## config.mk

```make
export PLATFORM = sky130hd
export DESIGN_NAME = fp_acc_stream
export DESIGN_NICKNAME = d
export VERILOG_FILES = /design/src/rtl/fp_acc_stream.sv
export SDC_FILE = /design/constraint.sdc
export NUM_CORES = 1
export LEC_CHECK = 0
export CAP_MARGIN = 10
export CELL_PAD_IN_SITES_DETAIL_PLACEMENT = 0
export CELL_PAD_IN_SITES_GLOBAL_PLACEMENT = 1
export CORE_ASPECT_RATIO = 1.4
export CORE_MARGIN = 8
export CORE_UTILIZATION = 35
export DETAILED_ROUTE_END_ITERATION = 10
export PLACE_DENSITY_LB_ADDON = 0.12
export SLEW_MARGIN = 20
export SYNTH_ARGS = -nofsm -noshare
export SYNTH_HDL_FRONTEND = slang
export SYNTH_SLANG_ARGS = --single-unit
```

## constraint.sdc

```tcl
create_clock -name clk -period 16.4 [get_ports clk]
set_clock_uncertainty 0.2 [all_clocks]
set_input_delay 4.1 -clock clk [delete_from_list [all_inputs] [get_ports clk]]
set_output_delay 4.1 -clock clk [all_outputs]
set_load 0.02 [all_outputs]
```

## src/rtl/fp_acc_stream.sv

```systemverilog
// Streaming floating-point accumulator: sums one valid-qualified product per cycle into a
// single feedback register and hands each completed frame sum downstream over valid/ready.
module fp_acc_stream #(
    parameter int EXPONENT  = 8,
    parameter int MANTISSA  = 23,
    parameter int CNT_WIDTH = 16
) (
    input  logic                         clk,
    input  logic                         rst,
    input  logic                         in_valid,
    output logic                         in_ready,
    input  logic [EXPONENT+MANTISSA:0]   in_data,
    input  logic                         in_last,
    output logic                         out_valid,
    input  logic                         out_ready,
    output logic [EXPONENT+MANTISSA:0]   out_data,
    output logic [CNT_WIDTH-1:0]         out_count
);

    localparam int W       = EXPONENT + MANTISSA + 1;
    localparam int SW      = MANTISSA + 3;
    localparam int SHW     = $clog2(SW);
    localparam int EXP_MAX = (1 << EXPONENT) - 1;

    localparam logic [0:0] ST_ACC  = 1'b0;
    localparam logic [0:0] ST_HOLD = 1'b1;

    logic [0:0]           state;
    logic                 first;
    logic [W-1:0]         acc;
    logic [W-1:0]         acc_next;
    logic [W-1:0]         sum_res;
    logic [CNT_WIDTH-1:0] cnt;
    logic [CNT_WIDTH-1:0] cnt_next;

    logic                 zero_a;
    logic                 zero_b;
    logic                 swap;
    logic [W-1:0]         op_l;
    logic [W-1:0]         op_s;
    logic [EXPONENT-1:0]  diff;
    logic [SW-1:0]        sig_l;
    logic [SW-1:0]        sig_s;
    logic [SW-1:0]        sig_al;
    logic [SW:0]          raw;
    logic [SHW-1:0]       shift;
    logic [SW-1:0]        norm;
    logic [SW:0]          rounded;
    logic [MANTISSA-1:0]  frac_r;
    int                   exp_n;
    int                   exp_r;
    logic                 unused_round_bits;

    assign zero_a   = (acc[W-2:MANTISSA] == '0);
    assign zero_b   = (in_data[W-2:MANTISSA] == '0);
    assign in_ready = (state == ST_ACC);

    // Significands carry two guard bits below the stored fraction; the smaller one is truncated on alignment.
    always_comb begin
        swap   = in_data[W-2:0] > acc[W-2:0];
        op_l   = swap ? in_data : acc;
        op_s   = swap ? acc : in_data;
        diff   = op_l[W-2:MANTISSA] - op_s[W-2:MANTISSA];
        sig_l  = {1'b1, op_l[MANTISSA-1:0], 2'b00};
        sig_s  = {1'b1, op_s[MANTISSA-1:0], 2'b00};
        sig_al = (int'(diff) >= SW) ? '0 : (sig_s >> diff);
        if (op_l[W-1] == op_s[W-1]) begin
            raw = {1'b0, sig_l} + {1'b0, sig_al};
        end else begin
            raw = {1'b0, sig_l} - {1'b0, sig_al};
        end
    end

    always_comb begin
        shift = '0;
        for (int i = 0; i < SW; i++) begin
            if (raw[i]) begin
                shift = SHW'(SW - 1 - i);
            end
        end
    end

    always_comb begin
        if (raw[SW]) begin
            norm  = raw[SW:1];
            exp_n = int'(op_l[W-2:MANTISSA]) + 1;
        end else begin
            norm  = raw[SW-1:0] << shift;
            exp_n = int'(op_l[W-2:MANTISSA]) - int'(shift);
        end
        rounded = {1'b0, norm} + (SW+1)'(2);
        exp_r   = exp_n + int'(rounded[SW]);
        frac_r  = rounded[SW] ? rounded[SW-1:3] : rounded[SW-2:2];
    end

    // Guard bits below the rounding point never reach the stored fraction.
    assign unused_round_bits = ^rounded[1:0];

    always_comb begin
        sum_res = {op_l[W-1], exp_r[EXPONENT-1:0], frac_r};
        if (exp_r >= EXP_MAX) begin
            sum_res = {op_l[W-1], {(W-1){1'b1}}};
        end else if (exp_r <= 0) begin
            sum_res = {op_l[W-1], {(W-1){1'b0}}};
        end
        if (raw == '0) begin
            sum_res = '0;
        end
        if (zero_b) begin
            sum_res = acc;
        end
        if (zero_a) begin
            sum_res = in_data;
        end
        if (zero_a && zero_b) begin
            sum_res = '0;
        end
    end

    assign acc_next = first ? in_data : sum_res;
    assign cnt_next = first ? CNT_WIDTH'(1) : cnt + CNT_WIDTH'(1);

    always_ff @(posedge clk or posedge rst) begin
        if (rst) begin
            state     <= ST_ACC;
            first     <= 1'b1;
            acc       <= '0;
            cnt       <= '0;
            out_valid <= 1'b0;
            out_data  <= '0;
            out_count <= '0;
        end else begin
            case (state)
                ST_ACC: begin
                    if (in_valid) begin
                        acc   <= acc_next;
                        cnt   <= cnt_next;
                        first <= in_last;
                        if (in_last) begin
                            out_data  <= acc_next;
                            out_count <= cnt_next;
                            out_valid <= 1'b1;
                            state     <= ST_HOLD;
                        end
                    end
                end
                default: begin
                    if (out_ready) begin
                        out_valid <= 1'b0;
                        state     <= ST_ACC;
                    end
                end
            endcase
        end
    end

endmodule
```

Yosys cells after proc, flatten, opt, wreduce, memory -nomap -nowiden
Index checks and enable logic that the tools add are counted.
- bits of input ports: 37
- memories kept: 0
- flip-flop bits (word level): 99
- latch bits: 0
- memory bits (writable): 0
- output and inout bits: 50
- logic and storage cells: 82
- bits in read-only memories: 0
- mux-type cells: 49
- multiply operators: 0
- equality and inequality tests: 2
- shifts and indexed selects: 2
- reduce and logical (&&, ||, !) cells: 9
- divide/modulo/power cells: 0
- bitwise logic cells: 1
- order comparisons: 4
- $add $sub $neg: 8
- operators with widths (operator ; number):
    2-to-1 mux 32 bit ; 8
    2-to-1 mux 5 bit ; 26
    2-to-1 mux 31 bit ; 2
    2-to-1 mux 26 bit ; 2
    adder 32 x 2 -> 32 bit ; 1
    greater-or-equal comparator 32 x 9 -> 1 bit (second input constant) ; 1
    <= comparator 32 x 1 -> 1 bit (second input constant) ; 1
    greater-than comparator 31 bit ; 1
    adder 26 x 2 -> 27 bit (second input constant) ; 1
    adder 26 x 26 -> 27 bit ; 1
    logical NOT 27 bit ; 1
    2-to-1 mux 27 bit ; 1
    subtractor 26 x 26 -> 27 bit ; 1
    << shifter 26 x 5 -> 26 bit ; 1
    >> shifter 26 x 8 -> 26 bit ; 1
    2-to-1 mux 23 bit ; 1
    adder 16 x 1 -> 16 bit (second input constant) ; 1
    logical NOT 8 bit ; 2
    2-to-1 mux 16 bit ; 1
    adder 8 x 1 -> 9 bit (second input constant) ; 1
    subtractor 8 x 5 -> 9 bit ; 1
    greater-or-equal comparator 8 x 5 -> 1 bit (second input constant) ; 1
    2-to-1 mux 1 bit ; 8
    subtractor 8 bit ; 1
    other kinds (7) ; 9

Depth between registers and ports, before layout
Gate-level depths: netlist (run 1).
- depth after elaboration: 45
- depth in mapped cells: 76
- mapped depth without buffers: 66

Worst setup path after synthesis (run 1)
No wires, ideal clock.
- kind: in2reg
- start: input in_data[26]
- end: register out_data[16]
- data arrival time: 18.181 ns
- slack: -2.118 ns
- library setup time: 0.137 ns
- path buffers: 11
- required time: 16.063 ns
- stages: 69
- path through: ha_1 clkbuf_1 nand2_2 nor4_2 a22o_1 nor3_1 a211oi_4 buf_2 buf_2 buf_2 buf_1 clkbuf_1 mux2i_1 ha_1 a21oi_1 mux2i_2 xor2_2 buf_2 [... 33 more ...] nand3_4 inv_2 ha_1 ha_1 nand2_1 nor3_1 nand2_1 ha_1 nor4_1 nand4_1 a2111oi_0 a41oi_1 clkbuf_1 and3_1 mux2i_1 o2111ai_1 a22oi_1 a21oi_1
- cells in the longest elaborated chain, start to end: 45
- elaborated cells on any way between the ends: 57
- classes of those cells: add/sub: 7; order compare: 4; eq/ne: 1; shift: 2; mux: 40; reduce/logical: 3
- ends and longest elaborated chain (what ; RTL line ; RTL):
    start: declaration ; 12 ; input logic [EXPONENT+MANTISSA:0] in_data,
    greater-than comparator 31 bit ; 60 ; swap = in_data[W-2:0] > acc[W-2:0];
    2-to-1 mux 32 bit (on tied branches) ; 61, 62 ;
    subtractor 8 bit ; 63 ; diff = op_l[W-2:MANTISSA] - op_s[W-2:MANTISSA];
    >> shifter 26 x 8 -> 26 bit / greater-or-equal comparator 8 x 5 -> 1 bit (equally long branches) ; 66 ; sig_al = (int'(diff) >= SW) ? '0 : (sig_s >> diff);
    2-to-1 mux 26 bit ; 66 ;
    subtractor 26 x 26 -> 27 bit / adder 26 x 26 -> 27 bit (equally long branches) ; 70, 68 ;
    2-to-1 mux 27 bit ; 67 ; if (op_l[W-1] == op_s[W-1]) begin
    2-to-1 mux 5 bit (26 in series) ; 77 ; if (raw[i]) begin
    [... 4 more ...] ; - ;
    <= comparator 32 x 1 -> 1 bit ; 103 ; end else if (exp_r <= 0) begin
    2-to-1 mux 31 bit ; 103 ;
    2-to-1 mux 31 bit ; 101 ; if (exp_r >= EXP_MAX) begin
    2-to-1 mux 32 bit ; 106 ; if (raw == '0) begin
    2-to-1 mux 32 bit ; 109 ; if (zero_b) begin
    2-to-1 mux 32 bit ; 112 ; if (zero_a) begin
    2-to-1 mux 32 bit (*) ; 115 ; if (zero_a && zero_b) begin
    2-to-1 mux 32 bit (*) ; 120 ; assign acc_next = first ? in_data : sum_res;
    end signal: assignment ; 140 ; out_data <= acc_next;
    end: declaration ; 16 ; output logic [EXPONENT+MANTISSA:0] out_data,
Every way passes the cells marked *; elsewhere a longest branch is shown, timed or not.
A chain may end at the register's enable or synchronous reset.

Worst setup path in the final report (run 1)
- start: input in_data[19]
- end: register acc[21]
- cells in the longest elaborated chain, start to end: 45
- elaborated cells on any way between the ends: 55
- classes of those cells: add/sub: 7; order compare: 4; eq/ne: 1; shift: 2; mux: 40; reduce/logical: 1
- ends and longest elaborated chain (what ; RTL line ; RTL):
    greater-than comparator 31 bit ; 60 ;
    2-to-1 mux 32 bit (on tied branches) ; 61, 62 ;
    subtractor 8 bit ; 63 ;
    >> shifter 26 x 8 -> 26 bit / greater-or-equal comparator 8 x 5 -> 1 bit (equally long branches) ; 66 ;
    2-to-1 mux 26 bit ; 66 ;
    subtractor 26 x 26 -> 27 bit / adder 26 x 26 -> 27 bit (equally long branches) ; 70, 68 ;
    2-to-1 mux 27 bit ; 67 ;
    2-to-1 mux 5 bit (26 in series) ; 77 ;
    [... 4 more ...] ; - ;
    <= comparator 32 x 1 -> 1 bit ; 103 ;
    2-to-1 mux 31 bit ; 103 ;
    2-to-1 mux 31 bit ; 101 ;
    2-to-1 mux 32 bit (*) ; 106 ;
    2-to-1 mux 32 bit (*) ; 109 ;
    2-to-1 mux 32 bit (*) ; 112 ;
    2-to-1 mux 32 bit (*) ; 115 ;
    2-to-1 mux 32 bit (*) ; 120 ;
    end signal: assignment ; 136 ; acc <= acc_next;
    end: declaration ; 30 ; logic [W-1:0] acc;
Marks and branches as above.

==> metrics.csv, run 1 <==
stage;metric;value;unit
sta;worst_pin_slew;0.995;ns
cells_and_area;fillers;4129;
worst_hold_path;holdPathEnd;out_count[5];
clock_tree;cts_htree_levels;3;
sta;hold_violations;0;
synth;yosys_warnings;0;
worst_setup_path;crit_type;input pin to flip-flop;
worst_setup_path;required;16.42;ns
clock_tree;tritoncts;done;
floorplanning;ios;87;
global_route;grt_max_degree;85;
clock_tree;cts_inserted_buffers;9;
floorplanning;die_h;261;microns
worst_setup_path;cp.arrival;15.94;ns
floorplanning;die-area;49800;sq um
sta;setup_viol;0;
worst_setup_path;worstPathMaxFanout;8;
worst_setup_path;endpoint_kind;flip-flop;
global_route;antenna_found_initial;0;
worst_setup_path;start_kind;input pin;
sta;fin_ws;0.486;ns
routing;via_count;18900;
routing;routed_via_density;5.75;
worst_setup_path;r2r_end;acc[21];
sta;slew_violations;0;
worst_setup_path;rrSetupSlack;3.71;ns
cells_and_area;syn2layout_area_growth;51.1;%
cells_and_area;final_area;22600;sq um
global_route;grt_use_total;29.8;%
worst_setup_path;reg2regPathDepth;66;
synth;post_synth_instance_area;15000;sq um
routing;dr.pass1.iters;6;
placed_design;io_buffers;86;
sta;period_share;97.0;%
global_route;grt_pass1_wl;115000;microns
cells_and_area;layout-drive-gt1-share;33.6;%
status;status;completed;
clock_tree;cts.sinks;99;
clock_tree;path_clk_slew;0.07;ns
run;drv_cap;0;
synth;synth_top_flop_cell;dfrtp_1;
floorplanning;rows;89;
floorplanning;die_x;191;microns
worst_hold_path;min_path_cells;2;
worst_hold_path;hold_path_class;flip-flop to flip-flop;
routing;ant_nets;0;
global_route;grt-ovfl-total;0;
routing;wl_per_cell;23.3;microns
placed_design;placed_area;21200;sq um
worst_setup_path;crit_slowest_cell;a2111o_1;
sta;fmax;0.0628;GHz
floorplanning;start_util;35.5;%
worst_setup_path;cpPeakStageDelay;0.40;ns
worst_setup_path;critPathBufInv;16;
placed_design;gp_congestion;0.992;
routing;drc_errors;0;
sta;slew_headroom;33.7;%
global_route;grt_pass1_vias;19100;
worst_setup_path;r2r_start;acc[24];
synth;synthCells;2115;
routing;drt_iter0_drc;1199;
synth;ys_seq_area_share;16.5;%
cells_and_area;n_antenna_cell;0;
worst_setup_path;cpMostUsedCell;buf_4;
clock_tree;cts_root_buf;clkbuf_16;
synth;synth-edff-count;0;
clock_tree;clk_latency;0.36;ns
clock_tree;cts_buffer_depth;2;
sta;min_period;15.91;ns
synth;synth_nets;2250;
placed_design;pre_cts_ws;-1.57;ns
synth;async_flop_share;100;%
synth;syn_avg_cell_area;7.08;sq um
placed_design;dp_hpwl;63700;microns
routing;wl;76600;microns
floorplanning;fp.coreArea;42200;sq um
synth;synth.distinct_cells;112;
worst_setup_path;cpLargestDelayFamily;compound AO/OA/AOI/OAI gates;
worst_hold_path;hold_start;out_count[5];
cells_and_area;nets;2875;
synth;ys_ff_latch;99;
kinds of logic after synthesis:
kind of cell | count (synthesis) | synth area share (%)
AO/OA/AOI/OAI | 683 | 30.1
XOR/XNOR | 76 | 4.67
adder cells (fa/ha/maj) | 98 | 8.28
buffers and inverters | 230 | 6.05
flip-flops | 99 | 16.5
multiplexers | 121 | 8.83
AND/OR/NAND/NOR | 808 | 25.5
synth_stat cells (8+ instances only):
cell type / instances / share of area (%)
nand2_1: 297 / 7.4
nor2_1: 192 / 4.8
a21oi_1: 167 / 5.6
o21ai_0: 151 / 5.0
inv_1: 107 / 2.7
dfrtp_1: 98 / 16
ha_1: 96 / 8.0
mux2i_1: 93 / 6.2
clkbuf_1: 83 / 2.1
nand3_1: 73 / 2.4
nor3_1: 53 / 1.8
xnor2_1: 49 / 2.9
nor2b_1: 33 / 1.4
a21o_1: 32 / 1.6
o211ai_1: 31 / 1.6
a211oi_1: 30 / 1.5
o31ai_1: 29 / 1.5
o22ai_1: 27 / 1.1
o21ai_1: 24 / 0.80
xor2_1: 24 / 1.4
a22oi_1: 23 / 1.2
nor4_1: 23 / 0.96
a31oi_1: 22 / 0.92
nand4_1: 22 / 0.92
and3_1: 21 / 0.88
buf_2: 17 / 0.57
mux2_2: 17 / 1.3
and2_1: 16 / 0.67
or3_1: 16 / 0.67
a221oi_1: 13 / 0.76
o21a_1: 13 / 0.65
nand2b_1: 12 / 0.50
o21bai_1: 12 / 0.60
buf_1: 11 / 0.28
a2111oi_0: 8 / 0.47
flip-flops by register name, indices dropped and copies added (netlist names):
| name | flops |
|---|---|
| state | 1 |
| first | 1 |
| cnt | 16 |
| out_valid | 1 |
| out_data | 32 |
| acc | 32 |
| out_count | 16 |
worst max path at each step:
| stage | end | slack [ns] | cells after the start | startpoint |
|---|---|---|---|---|
| floorplan | out_data[16] | 0.02 | 72 | in_data[26] |
| global placement | out_data[5] | -1.52 | 62 | in_data[20] |
| detailed placement | acc[5] | -1.57 | 62 | in_data[20] |
| CTS | acc[5] | 0.003 | 69 | in_data[30] |
| global route | acc[21] | -0.05 | 71 | in_data[7] |
| finish | acc[21] | 0.49 | 65 | in_data[19] |
layout by cell type, fill, tap and decap left out, types with 11 or more instances in the layout:
cell / count
o21ai_0: 132
xnor2_1: 45
nor2b_1: 30
and3_1: 20
o22ai_1: 24
o31ai_1: 24
or3_1: 13
o21ai_1: 34
ha_1: 74
nand3_1: 68
a21oi_2: 21
mux2i_1: 83
a31oi_1: 18
nand2_2: 11
nor3_1: 41
a211oi_1: 24
a21o_1: 32
nand4_1: 22
o211ai_1: 31
nand2_1: 286
ha_4: 16
inv_1: 106
a22oi_1: 20
xor2_1: 23
mux2i_2: 11
a21oi_1: 143
nand2b_1: 11
o21a_1: 13
clkdlybuf4s50_1: 62
dfrtp_1: 98
mux2_2: 17
buf_4: 627
dlymetal6s2s_1: 18
nor4_1: 15
nor2_1: 186
final cells by class:
cell class / count / area [sq um] / share of cell area [%]
Multi-Input combinational cell: 1786 / 12900 / 56.9
Timing Repair Buffer: 730 / 5870 / 25.9
Sequential cell: 99 / 2480 / 10.9
Tap cell: 546 / 683 / 3.02
Inverter: 114 / 435 / 1.92
Clock buffer: 10 / 229 / 1.01
Clock inverter: 6 / 57.6 / 0.254
per-layer routing:
metal	GRT usage, %	part of all wire, %	vias to the layer above
li1	-	-	8990
met1	32.3	38	9108
met2	54.5	51	610
met3	3.54	4.0	227
met4	17.9	6.9	0
met5	0	0	-
worst register-to-register path: cells and delay by family, from the launching register on:
kind,cells,cell delay (ns)
AND/OR/NAND/NOR,14,2.14
multiplexers,5,1.06
XOR/XNOR,1,0.25
AO/OA/AOI/OAI,24,4.58
flip-flops,1,0.53
adder cells (fa/ha/maj),6,1.39
buffers and inverters,16,2.42
what timing repair did:
| action | 4_1_cts | 5_1_grt |
|---|---|---|
| endpoints found under the setup margin | 62 | 62 |
| pin swaps | 19 | 67 |
| hold buffers | 0 | 0 |
| resized for setup | 52 | 157 |
| gates cloned | 0 | 1 |
| setup buffers | 1 | 24 |
stage by stage:
step           util [%]  setup TNS [ns]  cells  hold WS, ns
2_1_floorplan         -               0   2115        0.268
3_3_place_gp       50.3          -84.15   3249        0.261
3_5_place_dp       50.3          -87.84   3249        0.270
4_1_cts            51.6               0   3266        0.286
5_1_grt            53.7          -0.378   3291        0.312
6_report           53.7               0   3291        0.280
Power of run 1 is not shown: default switching activity piles up to over one toggle a cycle in this logic, so the estimate is an artifact.
==> run 2, diff against run 1 <==
--- a/constraint.sdc
+++ b/constraint.sdc
@@ -3,3 +3,3 @@
 set_input_delay 4.1 -clock clk [delete_from_list [all_inputs] [get_ports clk]]
 set_output_delay 4.1 -clock clk [all_outputs]
-set_load 0.02 [all_outputs]
+set_load 0.005 [all_outputs]
==> results of run 2 <==
Final layout, timing and power as in run 1 (identical DEF).
Power of run 2 is left out for the same reason.
